--- config.mk ---
export PLATFORM = sky130hd
export DESIGN_NAME = viterbi_frame_ctrl
export DESIGN_NICKNAME = d
export VERILOG_FILES = /design/src/rtl/viterbi_pkg.sv /design/src/rtl/vfc_capture.sv /design/src/rtl/viterbi_frame_ctrl.sv
export SDC_FILE = /design/constraint.sdc
export NUM_CORES = 1
export LEC_CHECK = 0
export ABC_AREA = 1
export CAP_MARGIN = 40
export CORE_MARGIN = 2
export CORE_UTILIZATION = 51
export DETAILED_ROUTE_END_ITERATION = 12
export PLACE_DENSITY = 0.88
export SLEW_MARGIN = 20
export SYNTH_ARGS = -nofsm -noshare
export SYNTH_HDL_FRONTEND = slang
export SYNTH_HIERARCHICAL = 1
export SYNTH_SLANG_ARGS = --single-unit
--- constraint.sdc ---
create_clock -name clk -period 1.82 [get_ports clk]
set_input_delay 0.182 -clock clk [delete_from_list [all_inputs] [get_ports clk]]
set_output_delay 0.182 -clock clk [all_outputs]
set_load 0.01 [all_outputs]
--- src/rtl/viterbi_pkg.sv ---
`default_nettype none
// ============================================================================
//  Module   : viterbi_pkg
//  Purpose  : Shared types, default sizing constants and helper functions for
//             the Viterbi frame sequencer (viterbi_frame_ctrl, vfc_capture).
//  Contents : vfc_state_t       - sequencer state encoding
//             VFC_FRAME_W/TAIL/DEC_LAT - default frame geometry
//             clog2_p1(x)       - bits needed to hold the value x
//  Revision : 1.0 - initial release
// ============================================================================
package viterbi_pkg;

  typedef enum logic [2:0] {
    IDLE  = 3'd0,
    SEND  = 3'd1,
    FLUSH = 3'd2,
    DRAIN = 3'd3,
    DONE  = 3'd4
  } vfc_state_t;

  localparam int VFC_FRAME_W = 32;
  localparam int VFC_TAIL    = 8;
  localparam int VFC_DEC_LAT = 64;

  // Width of a counter that must be able to hold the value x itself.
  function automatic int clog2_p1(input int x);
    return $clog2(x + 1);
  endfunction

endpackage
`default_nettype wire

--- src/rtl/vfc_capture.sv ---
`default_nettype none
// ============================================================================
//  Module   : vfc_capture
//  Purpose  : Decoded-stream capture for the frame sequencer. Waits DEC_LAT
//             cycles after the first send cycle, then samples one decoded bit
//             per cycle into o_rx_data[j] and counts mismatches against the
//             frame that was sent.
//  Ports    : clk, rst (async, active-low)
//             i_start    - frame accepted this cycle (clears results)
//             i_abort    - cancel capture, results held as-is
//             i_frame    - payload being accepted (reference copy)
//             i_dec_bit  - decoded serial bit
//             o_cap_done - all bits captured (includes capture this cycle)
//             o_rx_data  - recovered payload, bit j = j-th decoded bit
//             o_err_ct   - mismatching bit positions
//  Revision : 1.0 - initial release
// ============================================================================
module vfc_capture import viterbi_pkg::*; #(
  parameter int FRAME_W = VFC_FRAME_W,
  parameter int DEC_LAT = VFC_DEC_LAT,
  parameter int CNT_W   = clog2_p1(VFC_DEC_LAT + VFC_FRAME_W)
) (
  input  logic                         clk,
  input  logic                         rst,
  input  logic                         i_start,
  input  logic                         i_abort,
  input  logic [FRAME_W-1:0]           i_frame,
  input  logic                         i_dec_bit,
  output logic                         o_cap_done,
  output logic [FRAME_W-1:0]           o_rx_data,
  output logic [clog2_p1(FRAME_W)-1:0] o_err_ct
);

  localparam int IDX_W = $clog2(FRAME_W);
  localparam int ERR_W = clog2_p1(FRAME_W);

  logic               r_active;
  logic               r_complete;
  logic [CNT_W-1:0]   r_dly;
  logic [IDX_W-1:0]   r_idx;
  logic [FRAME_W-1:0] r_ref;
  logic [FRAME_W-1:0] r_rx;
  logic [ERR_W-1:0]   r_err;
  logic               w_cap;
  logic               w_last;

  // r_dly reads 0 in the first send cycle, so reaching DEC_LAT lines up with
  // bit 0 arriving on the decoder output; it then parks there while r_idx walks.
  assign w_cap  = r_active && (r_dly == CNT_W'(DEC_LAT));
  assign w_last = w_cap && (r_idx == IDX_W'(FRAME_W - 1));

  // Report completion in the same cycle as the final capture so the sequencer
  // can enter DONE right after it.
  assign o_cap_done = r_complete || w_last;
  assign o_rx_data  = r_rx;
  assign o_err_ct   = r_err;

  always_ff @(posedge clk or negedge rst) begin
    if (!rst) begin
      r_active   <= 1'b0;
      r_complete <= 1'b0;
      r_dly      <= '0;
      r_idx      <= '0;
      r_ref      <= '0;
      r_rx       <= '0;
      r_err      <= '0;
    end else if (i_start) begin
      r_active   <= 1'b1;
      r_complete <= 1'b0;
      r_dly      <= '0;
      r_idx      <= '0;
      r_ref      <= i_frame;
      r_rx       <= '0;
      r_err      <= '0;
    end else if (i_abort) begin
      r_active <= 1'b0;
    end else if (r_active) begin
      if (!w_cap) begin
        r_dly <= r_dly + CNT_W'(1);
      end else begin
        r_rx[r_idx] <= i_dec_bit;
        if (i_dec_bit != r_ref[r_idx]) begin
          r_err <= r_err + ERR_W'(1);
        end
        if (w_last) begin
          r_active   <= 1'b0;
          r_complete <= 1'b1;
        end else begin
          r_idx <= r_idx + IDX_W'(1);
        end
      end
    end
  end

endmodule
`default_nettype wire

--- src/rtl/viterbi_frame_ctrl.sv ---
`default_nettype none
// ============================================================================
//  Module   : viterbi_frame_ctrl
//  Purpose  : Frame sequencer for the encode/channel/Viterbi-decode loop.
//             Accepts one frame per handshake, serializes it LSB-first onto
//             encoder_i followed by TAIL zero flush bits, captures the decoded
//             stream DEC_LAT cycles later and reports rx_data / err_ct with a
//             one-cycle done pulse.
//  Ports    : clk, rst (async, active-low)
//             frame_valid/frame_ready/frame_data - frame handshake
//             abort            - cancel the frame in flight
//             encoder_i, enable_encoder_i - serial stream to the encoder
//             decoder_o        - decoded serial bit
//             busy, done, rx_data, err_ct - status and results
//  Revision : 1.0 - initial release
// ============================================================================
module viterbi_frame_ctrl import viterbi_pkg::*; #(
  parameter int FRAME_W = VFC_FRAME_W,
  parameter int TAIL    = VFC_TAIL,
  parameter int DEC_LAT = VFC_DEC_LAT
) (
  input  logic                         clk,
  input  logic                         rst,
  input  logic                         frame_valid,
  output logic                         frame_ready,
  input  logic [FRAME_W-1:0]           frame_data,
  input  logic                         abort,
  output logic                         encoder_i,
  output logic                         enable_encoder_i,
  input  logic                         decoder_o,
  output logic                         busy,
  output logic                         done,
  output logic [FRAME_W-1:0]           rx_data,
  output logic [clog2_p1(FRAME_W)-1:0] err_ct
);

  localparam int SPAN  = (FRAME_W + TAIL > DEC_LAT + FRAME_W) ? (FRAME_W + TAIL)
                                                              : (DEC_LAT + FRAME_W);
  localparam int CNT_W = clog2_p1(SPAN);

  vfc_state_t         r_state;
  logic [CNT_W-1:0]   r_ct;
  logic [FRAME_W-1:0] r_tx;
  logic               r_enc;
  logic               r_en;
  logic               r_done;
  logic               w_accept;
  logic               w_abort;
  logic               w_cap_done;

  assign frame_ready      = (r_state == IDLE);
  assign busy             = (r_state != IDLE);
  assign w_accept         = frame_valid && frame_ready;
  assign w_abort          = abort && busy;
  assign encoder_i        = r_enc;
  assign enable_encoder_i = r_en;
  assign done             = r_done;

  // Serial outputs are registered one step ahead: the bit loaded at an edge is
  // the one on the wire for the whole following state cycle. r_tx therefore
  // holds the not-yet-driven remainder of the payload.
  always_ff @(posedge clk or negedge rst) begin
    if (!rst) begin
      r_state <= IDLE;
      r_ct    <= '0;
      r_tx    <= '0;
      r_enc   <= 1'b0;
      r_en    <= 1'b0;
      r_done  <= 1'b0;
    end else begin
      r_done <= 1'b0;
      if (w_abort) begin
        r_state <= IDLE;
        r_enc   <= 1'b0;
        r_en    <= 1'b0;
      end else begin
        case (r_state)
          IDLE: begin
            if (w_accept) begin
              r_state <= SEND;
              r_ct    <= '0;
              r_tx    <= frame_data >> 1;
              r_enc   <= frame_data[0];
              r_en    <= 1'b1;
            end
          end
          SEND: begin
            if (r_ct == CNT_W'(FRAME_W - 1)) begin
              r_state <= FLUSH;
              r_ct    <= '0;
              r_enc   <= 1'b0;
            end else begin
              r_ct  <= r_ct + CNT_W'(1);
              r_enc <= r_tx[0];
              r_tx  <= r_tx >> 1;
            end
          end
          FLUSH: begin
            if (r_ct == CNT_W'(TAIL - 1)) begin
              r_en <= 1'b0;
              if (w_cap_done) begin
                r_state <= DONE;
                r_done  <= 1'b1;
              end else begin
                r_state <= DRAIN;
              end
            end else begin
              r_ct <= r_ct + CNT_W'(1);
            end
          end
          DRAIN: begin
            if (w_cap_done) begin
              r_state <= DONE;
              r_done  <= 1'b1;
            end
          end
          DONE: begin
            r_state <= IDLE;
          end
          default: begin
            r_state <= IDLE;
          end
        endcase
      end
    end
  end

  vfc_capture #(
    .FRAME_W (FRAME_W),
    .DEC_LAT (DEC_LAT),
    .CNT_W   (CNT_W)
  ) u_capture (
    .clk        (clk),
    .rst        (rst),
    .i_start    (w_accept),
    .i_abort    (w_abort),
    .i_frame    (frame_data),
    .i_dec_bit  (decoder_o),
    .o_cap_done (w_cap_done),
    .o_rx_data  (rx_data),
    .o_err_ct   (err_ct)
  );

endmodule
`default_nettype wire
# After elaboration in Yosys (flattened, before gate mapping)

Index checks and enable logic that the tools add are counted.

Flip-flop bits (word level): 129
Word-level logic and storage cells: 123

Add/subtract/negate cells: 4
$lt $le $gt $ge: 2
Equal/unequal tests: 18
Multiplexer cells: 59
Bitwise logic cells: 1
Reductions and logical operators: 26

Operators with widths:

| cell                  | number |
|---|---|
| $mux W32              | 6 |
| $pmux W32 S2          | 1 |
| $mux W7               | 7 |
| $bwmux W32            | 1 |
| $mux W6               | 5 |
| $mux W5               | 5 |
| $reduce_and A4 Y1     | 6 |
| $mux W1               | 21 |
| $pmux W7 S3           | 1 |
| $mux W3               | 6 |
| $add A7 B1 Y7 const B | 2 |
| $pmux W3 S4           | 1 |
| $reduce_bool A3 Y1    | 4 |
| $reduce_bool A2 Y1    | 5 |
| $reduce_and A3 Y1     | 3 |
| $ne A2 B1 Y1 const B  | 4 |
| $eq A7 B3 Y1 const B  | 1 |
| $eq A7 B5 Y1 const B  | 1 |
| $eq A7 B7 Y1 const B  | 1 |
| $add A6 B1 Y6 const B | 1 |
| $eq A3 B2 Y1 const B  | 2 |
| $lt A5 B6 Y1 const B  | 1 |
| $ne A3 B1 Y1 const B  | 2 |
| $ne A3 B2 Y1 const B  | 2 |
| 14 further kinds      | 21 |

# Logic depth before layout (Yosys ltp)

Word-level depth: 9
Depth in mapped cells: 15

# By module

Netlist, hierarchy kept.

Modules (own cells, without submodules):

| module             | instances | cells an instance | area each (µm²) |
|---|---|---|---|
| vfc_capture        | 1         | 508               | 4129.0 |
| viterbi_frame_ctrl | 1         | 321               | 2534.9 |

# Least setup slack after synthesis

OpenSTA, ideal clock, no wires.

Path type: register -> register
Start point: reg r_state[2]
End point: reg u_capture.r_dly[6]
Arrival: 1.808 ns
Slack: -0.107 ns
Stages on the path, launching flop included: 14
Buffers on the path: 1
Period minus slack after synthesis: 1.927 ns
Path through: dfrtp_1 nor2_4 nand2_4 inv_2 nand2_2 inv_1 buf_2 inv_2 nand2_1 nand3_1 nor2_1 nand3_1 nand2_1 nor2_1

Cells in the longest elaborated chain, start to end: 4

Ends and longest elaborated chain:

| item                               | RTL line                 | text |
|---|---|---|
| start, declared                    | viterbi_frame_ctrl.sv:41 | `vfc_state_t r_state;` |
| start signal, assigned             | viterbi_frame_ctrl.sv:64 | `r_state <= IDLE;` |
| start signal, assigned             | viterbi_frame_ctrl.sv:73 | `r_state <= IDLE;` |
| start signal, assigned             | viterbi_frame_ctrl.sv:80 | `r_state <= SEND;` |
| $reduce_bool A3 Y1                 | viterbi_frame_ctrl.sv:52 | `assign busy = (r_state != IDLE);` |
| named net busy                     | viterbi_frame_ctrl.sv:31 | `output logic busy,` |
| $logic_and A1 B1 Y1                | viterbi_frame_ctrl.sv:54 | `assign w_abort = abort && busy;` |
| $ne A2 B1 Y1 (no source line)      | -                        |  |
| $reduce_and A3 Y1 (no source line) | -                        |  |
| end signal, assigned               | vfc_capture.sv:79        | `r_dly <= r_dly + CNT_W'(1);` |
| end, declared                      | vfc_capture.sv:39        | `logic [CNT_W-1:0] r_dly;` |

The timed path passes the listed nets, and every way through them passes these cells.
A chain may end at the register's enable or synchronous reset.

# Worst setup path in the final report

Start point: reg u_capture.r_idx[0]
End point: reg r_state[1]

Cells in the longest elaborated chain, start to end: 7

Ends and longest elaborated chain:

| item                   | RTL line                  | text |
|---|---|---|
| start, declared        | vfc_capture.sv:40         | `logic [IDX_W-1:0] r_idx;` |
| start signal, assigned | vfc_capture.sv:89         | `r_idx <= r_idx + IDX_W'(1);` |
| $eq A5 B5 Y1 *         | vfc_capture.sv:50         | `assign w_last = w_cap && (r_idx == IDX_W'(FRAME_W - 1));` |
| $logic_and A1 B1 Y1 *  | vfc_capture.sv:50         |  |
| $logic_or A1 B1 Y1 *   | vfc_capture.sv:54         | `assign o_cap_done = r_complete \|\| w_last;` |
| named net w_cap_done   | viterbi_frame_ctrl.sv:49  | `logic w_cap_done;` |
| $mux W3                | viterbi_frame_ctrl.sv:101 | `if (w_cap_done) begin` |
| $mux W3                | viterbi_frame_ctrl.sv:99  | `if (r_ct == CNT_W'(TAIL - 1)) begin` |
| $pmux W3 S4            | viterbi_frame_ctrl.sv:77  | `case (r_state)` |
| $mux W3                | viterbi_frame_ctrl.sv:72  | `if (w_abort) begin` |
| end signal, assigned   | viterbi_frame_ctrl.sv:73  |  |
| end signal, assigned   | viterbi_frame_ctrl.sv:80  |  |
| end signal, assigned   | viterbi_frame_ctrl.sv:102 | `r_state <= DONE;` |

The timed path passes the listed nets; every way through them passes the cells marked *. The select of a mux whose other input is x is not followed.

==> run_results.csv <==
group,metric,value,unit
timing,rsz0062_at_grt,"true",
synthesis,netlist_area,6660,µm²
synthesis,synth_cell_types,37,
floorplan,start_util,52.6,%
final_layout,nFillCells,918,
setup_path,worst_ep_arrival_time,2240,ps
floorplan,core,12700,µm²
grt,overflow,0,
place,place_congestion,0.935,
final_layout,layout-drive-gt1-share,20.5,%
timing,final.setup_skew,9.88,ps
setup_path,cp_cell_sequence,"ha_1 -> nand2_1 -> nor2_1 -> ha_1 -> nand2_1 -> nand2_1 -> inv_1 -> nand2_1 -> nand2_1 -> nand2_2 -> nand3b_1 -> nand2_1",
clock_tree,cts_num_sinks,128,
timing,slew_violations,0,
final_layout,antenna-diode-count,0,
setup_path,cp_max_fo,3,
place,dp_hpwl,10600,µm
synthesis,avgSynthCellArea,8.04,µm²
setup_path,critPathMostFrequentCell,"nand2_1",
setup_path,crit_start,"u_capture/r_idx[0]",
synthesis,yosysSeqAreaShare,48.1,%
final_layout,final_cells,1124,
pwr,vdd_drop_max,1.10,mV
clock_tree,cts_tree,"done",
place,post-place-cells,1082,
setup_path,end_kind,"flop",
grt,top_usage_layer,"met2",
clock_tree,root_buffer,"clkbuf_16",
grt,grt_pass1_wl,26400,µm
pwr,pwr_density_cell,1380,nW/µm²
drt,antenna_left,0,
synthesis,syn_nets,875,
grt,grt_pass1_vias,5610,
run_status,failed_checks,"setup timing",
setup_path,cp_slowest_stage_delay,430,ps
timing,holdWs,213,ps
clock_tree,clk_latency,430,ps
grt,use_met1,30.4,%
synthesis,synth-seq-cells,128,
drt,routed_wl,17100,µm
final_layout,seqCellArea,3200,µm²
drt,dr.pass1.iters,6,
timing,min_period,1940,ps
clock_tree,cts_made_buffers,17,
timing,fin_tns_setup,-462,ps
clock_tree,cts_buffer_depth,2,
clock_tree,path_clk_slew,60,ps
clock_tree,htreeDepth,4,
run_status,status,"complete, but fails checks",
timing,max_slew.worst_pin.slew,371,ps
floorplan,die_height,118,µm
floorplan,pin_count,80,
drt,drt-initial-drc-count,553,
grt,grt_use_met3,5.41,%
timing,max_freq,517,MHz
setup_path,critPathLaunchType,"flop",
job,maxCapViolCount,0,
final_layout,fin_area,8760,µm²
synthesis,synthCells,829,
floorplan,die_area,14000,µm²
setup_path,path_delay_family,"simple AND/OR/NAND/NOR gates",
place,dpl-instance-area,7800,µm²
final_layout,utilization,69.1,%
floorplan,fp.dieW,118,µm
setup_path,path_class,"flop to flop",
drt,routed_via_density,5.42,
grt,grt.total_usage,23.2,%
floorplan,rows,41,
final_layout,multiInputGateArea,3070,µm²
drt,drc,0,
pwr,power_leakage,4.21,nW
grt,grt_start_max_net_pins,68,
timing,worst_slack,-116,ps
drt,num_vias,6096,
setup_path,critical_path.slowest_cell,"dfrtp_1",
timing,max_slew_margin,75.3,%
grt,antenna_found_initial,0,
timing,hold_viol,0,
timing,setup_violations,16,
place,portBuffers,79,
hold_path,hp-class,"input pin to async pin",
final_layout,areaGrowthSynthToFinish,31.5,%
drt,post_drt_wl_per_cell,15.2,µm
timing,period_share,106,%
setup_path,crit-reg2reg-launch,"u_capture/r_idx[0]",
final_layout,nets,985,
setup_path,path_buf_inv,1,
grt,grt_util_met2,37.3,%
setup_path,cp.required,2130,ps
synthesis,ys_warn_count,6,
-- cell type report --
type | count | share of cell area (%)
multi-input cells | 564 | 35.0
clock inverters | 5 | 0.857
flip-flops and latches | 128 | 36.6
well taps | 172 | 2.46
repair buffers | 125 | 14.6
inverters | 103 | 4.61
clock buffers | 27 | 5.86
-- synth_stat cells --
cell | n | share of area [%]
nor2_2 | 4 | 0.38
a211oi_1 | 2 | 0.23
o221a_2 | 1 | 0.17
ha_1 | 9 | 1.7
dfrtp_1 | 128 | 48
nand3_2 | 2 | 0.30
o21ai_2 | 33 | 4.3
nand3b_1 | 1 | 0.11
nor2_4 | 6 | 1.0
clkbuf_1 | 9 | 0.51
nand3_4 | 1 | 0.26
buf_1 | 7 | 0.39
nand2_1 | 245 | 14
a21oi_1 | 7 | 0.53
nor3_1 | 3 | 0.23
inv_8 | 1 | 0.17
nand4_1 | 6 | 0.56
nor2_1 | 39 | 2.2
nor3b_1 | 1 | 0.11
buf_2 | 6 | 0.45
xor2_1 | 3 | 0.39
o21a_1 | 1 | 0.11
o211ai_1 | 3 | 0.34
nand2_4 | 4 | 0.68
nand3_1 | 69 | 5.2
o21ai_1 | 32 | 2.4
buf_12 | 1 | 0.30
buf_4 | 2 | 0.23
buf_6 | 5 | 0.84
o21ai_0 | 79 | 5.9
nor3_4 | 1 | 0.24
o21bai_1 | 2 | 0.23
or2_4 | 1 | 0.13
buf_8 | 4 | 0.90
inv_2 | 6 | 0.34
nand2_2 | 9 | 0.84
inv_1 | 96 | 5.4
-- cell usage in the layout, fill, tap and decap left out, drive strengths merged, types with 4 or more instances in the layout --
cell type and instances:
nor3 4, o21ai 144, buf 46, clkdlybuf4s50 77
clkinv 4, dfrtp 128, ha 9, nand4 6
nor2 49, inv 102, nand2 258, a21oi 7
clkbuf 27, nand3 72
-- power breakdown --
group | switching [W] | leakage, nW | total [W] | internal, W
Clock | 0.00120 | 0.291 | 0.00339 | 0.00219
Sequential | 0.000332 | 1.67 | 0.00401 | 0.00368
Combinational | 0.00295 | 2.25 | 0.00471 | 0.00175
Total | 0.00449 | 4.21 | 0.0121 | 0.00763
-- kinds of logic after synthesis --
group,count (synthesis),synth area share [%]
and+or+nand+nor,392,26.0
AOI/OAI and AO/OA,160,14.3
adders and majority gates,9,1.69
DFF,128,48.1
xor gates and xnor gates,3,0.394
buffers and inverters,137,9.54
-- path summary, 6_finish.rpt --
kind	depth (start not counted)	end	slack, ps
hold / removal	2	u_capture/o_rx_data[28]	210
hold reg to reg	2	r_tx[25]	520
setup reg to reg	12	r_state[1]	-120
setup / recovery	12	r_state[1]	-120
max in group asynchronous	3	u_capture/r_ref[23]	960
min in group clk	3	u_capture/r_ref[10]	370
-- state kept, by name, summed over array words and instances (netlist names), 3 cells and up --
name,flops
r_tx,31
u_capture/r_ref,32
u_capture/o_rx_data,32
u_capture/o_err_ct,6
u_capture/r_idx,5
r_state,3
r_ct,7
u_capture/r_dly,7
-- through the flow --
stage	power (W)	worst slack, ps
floorplan	0.00731	17.8
global placement	0.00825	60.7
detailed placement	0.00845	-10.9
CTS	0.0119	12.6
global route	0.0129	-171
finish	0.0121	-116
-- layer usage --
layer	part of all wire (%)	up-vias
li1	-	2869
met1	41	2926
met2	50	241
met3	5.8	60
met4	3.3	0
met5	0	-
-- timing repair --
| item | 4_1_cts | 5_1_grt |
|---|---|---|
| setup endpoints to repair | 12 | 49 |
| hold buffers | 1 | 0 |
| pin swaps | 2 | 12 |
| gates resized for setup | 1 | 74 |
| setup buffers | 1 | 8 |
| hold endpoints to repair | 24 | 0 |
-- worst reg2reg max path: cells and delay by family (launching register included) --
kind          cells  cell delay [ps]
simple gates      9              830
fa+ha+maj         2              460
flops             1              430
buf+inv           1              110
Power figures use the tool's default switching activity.
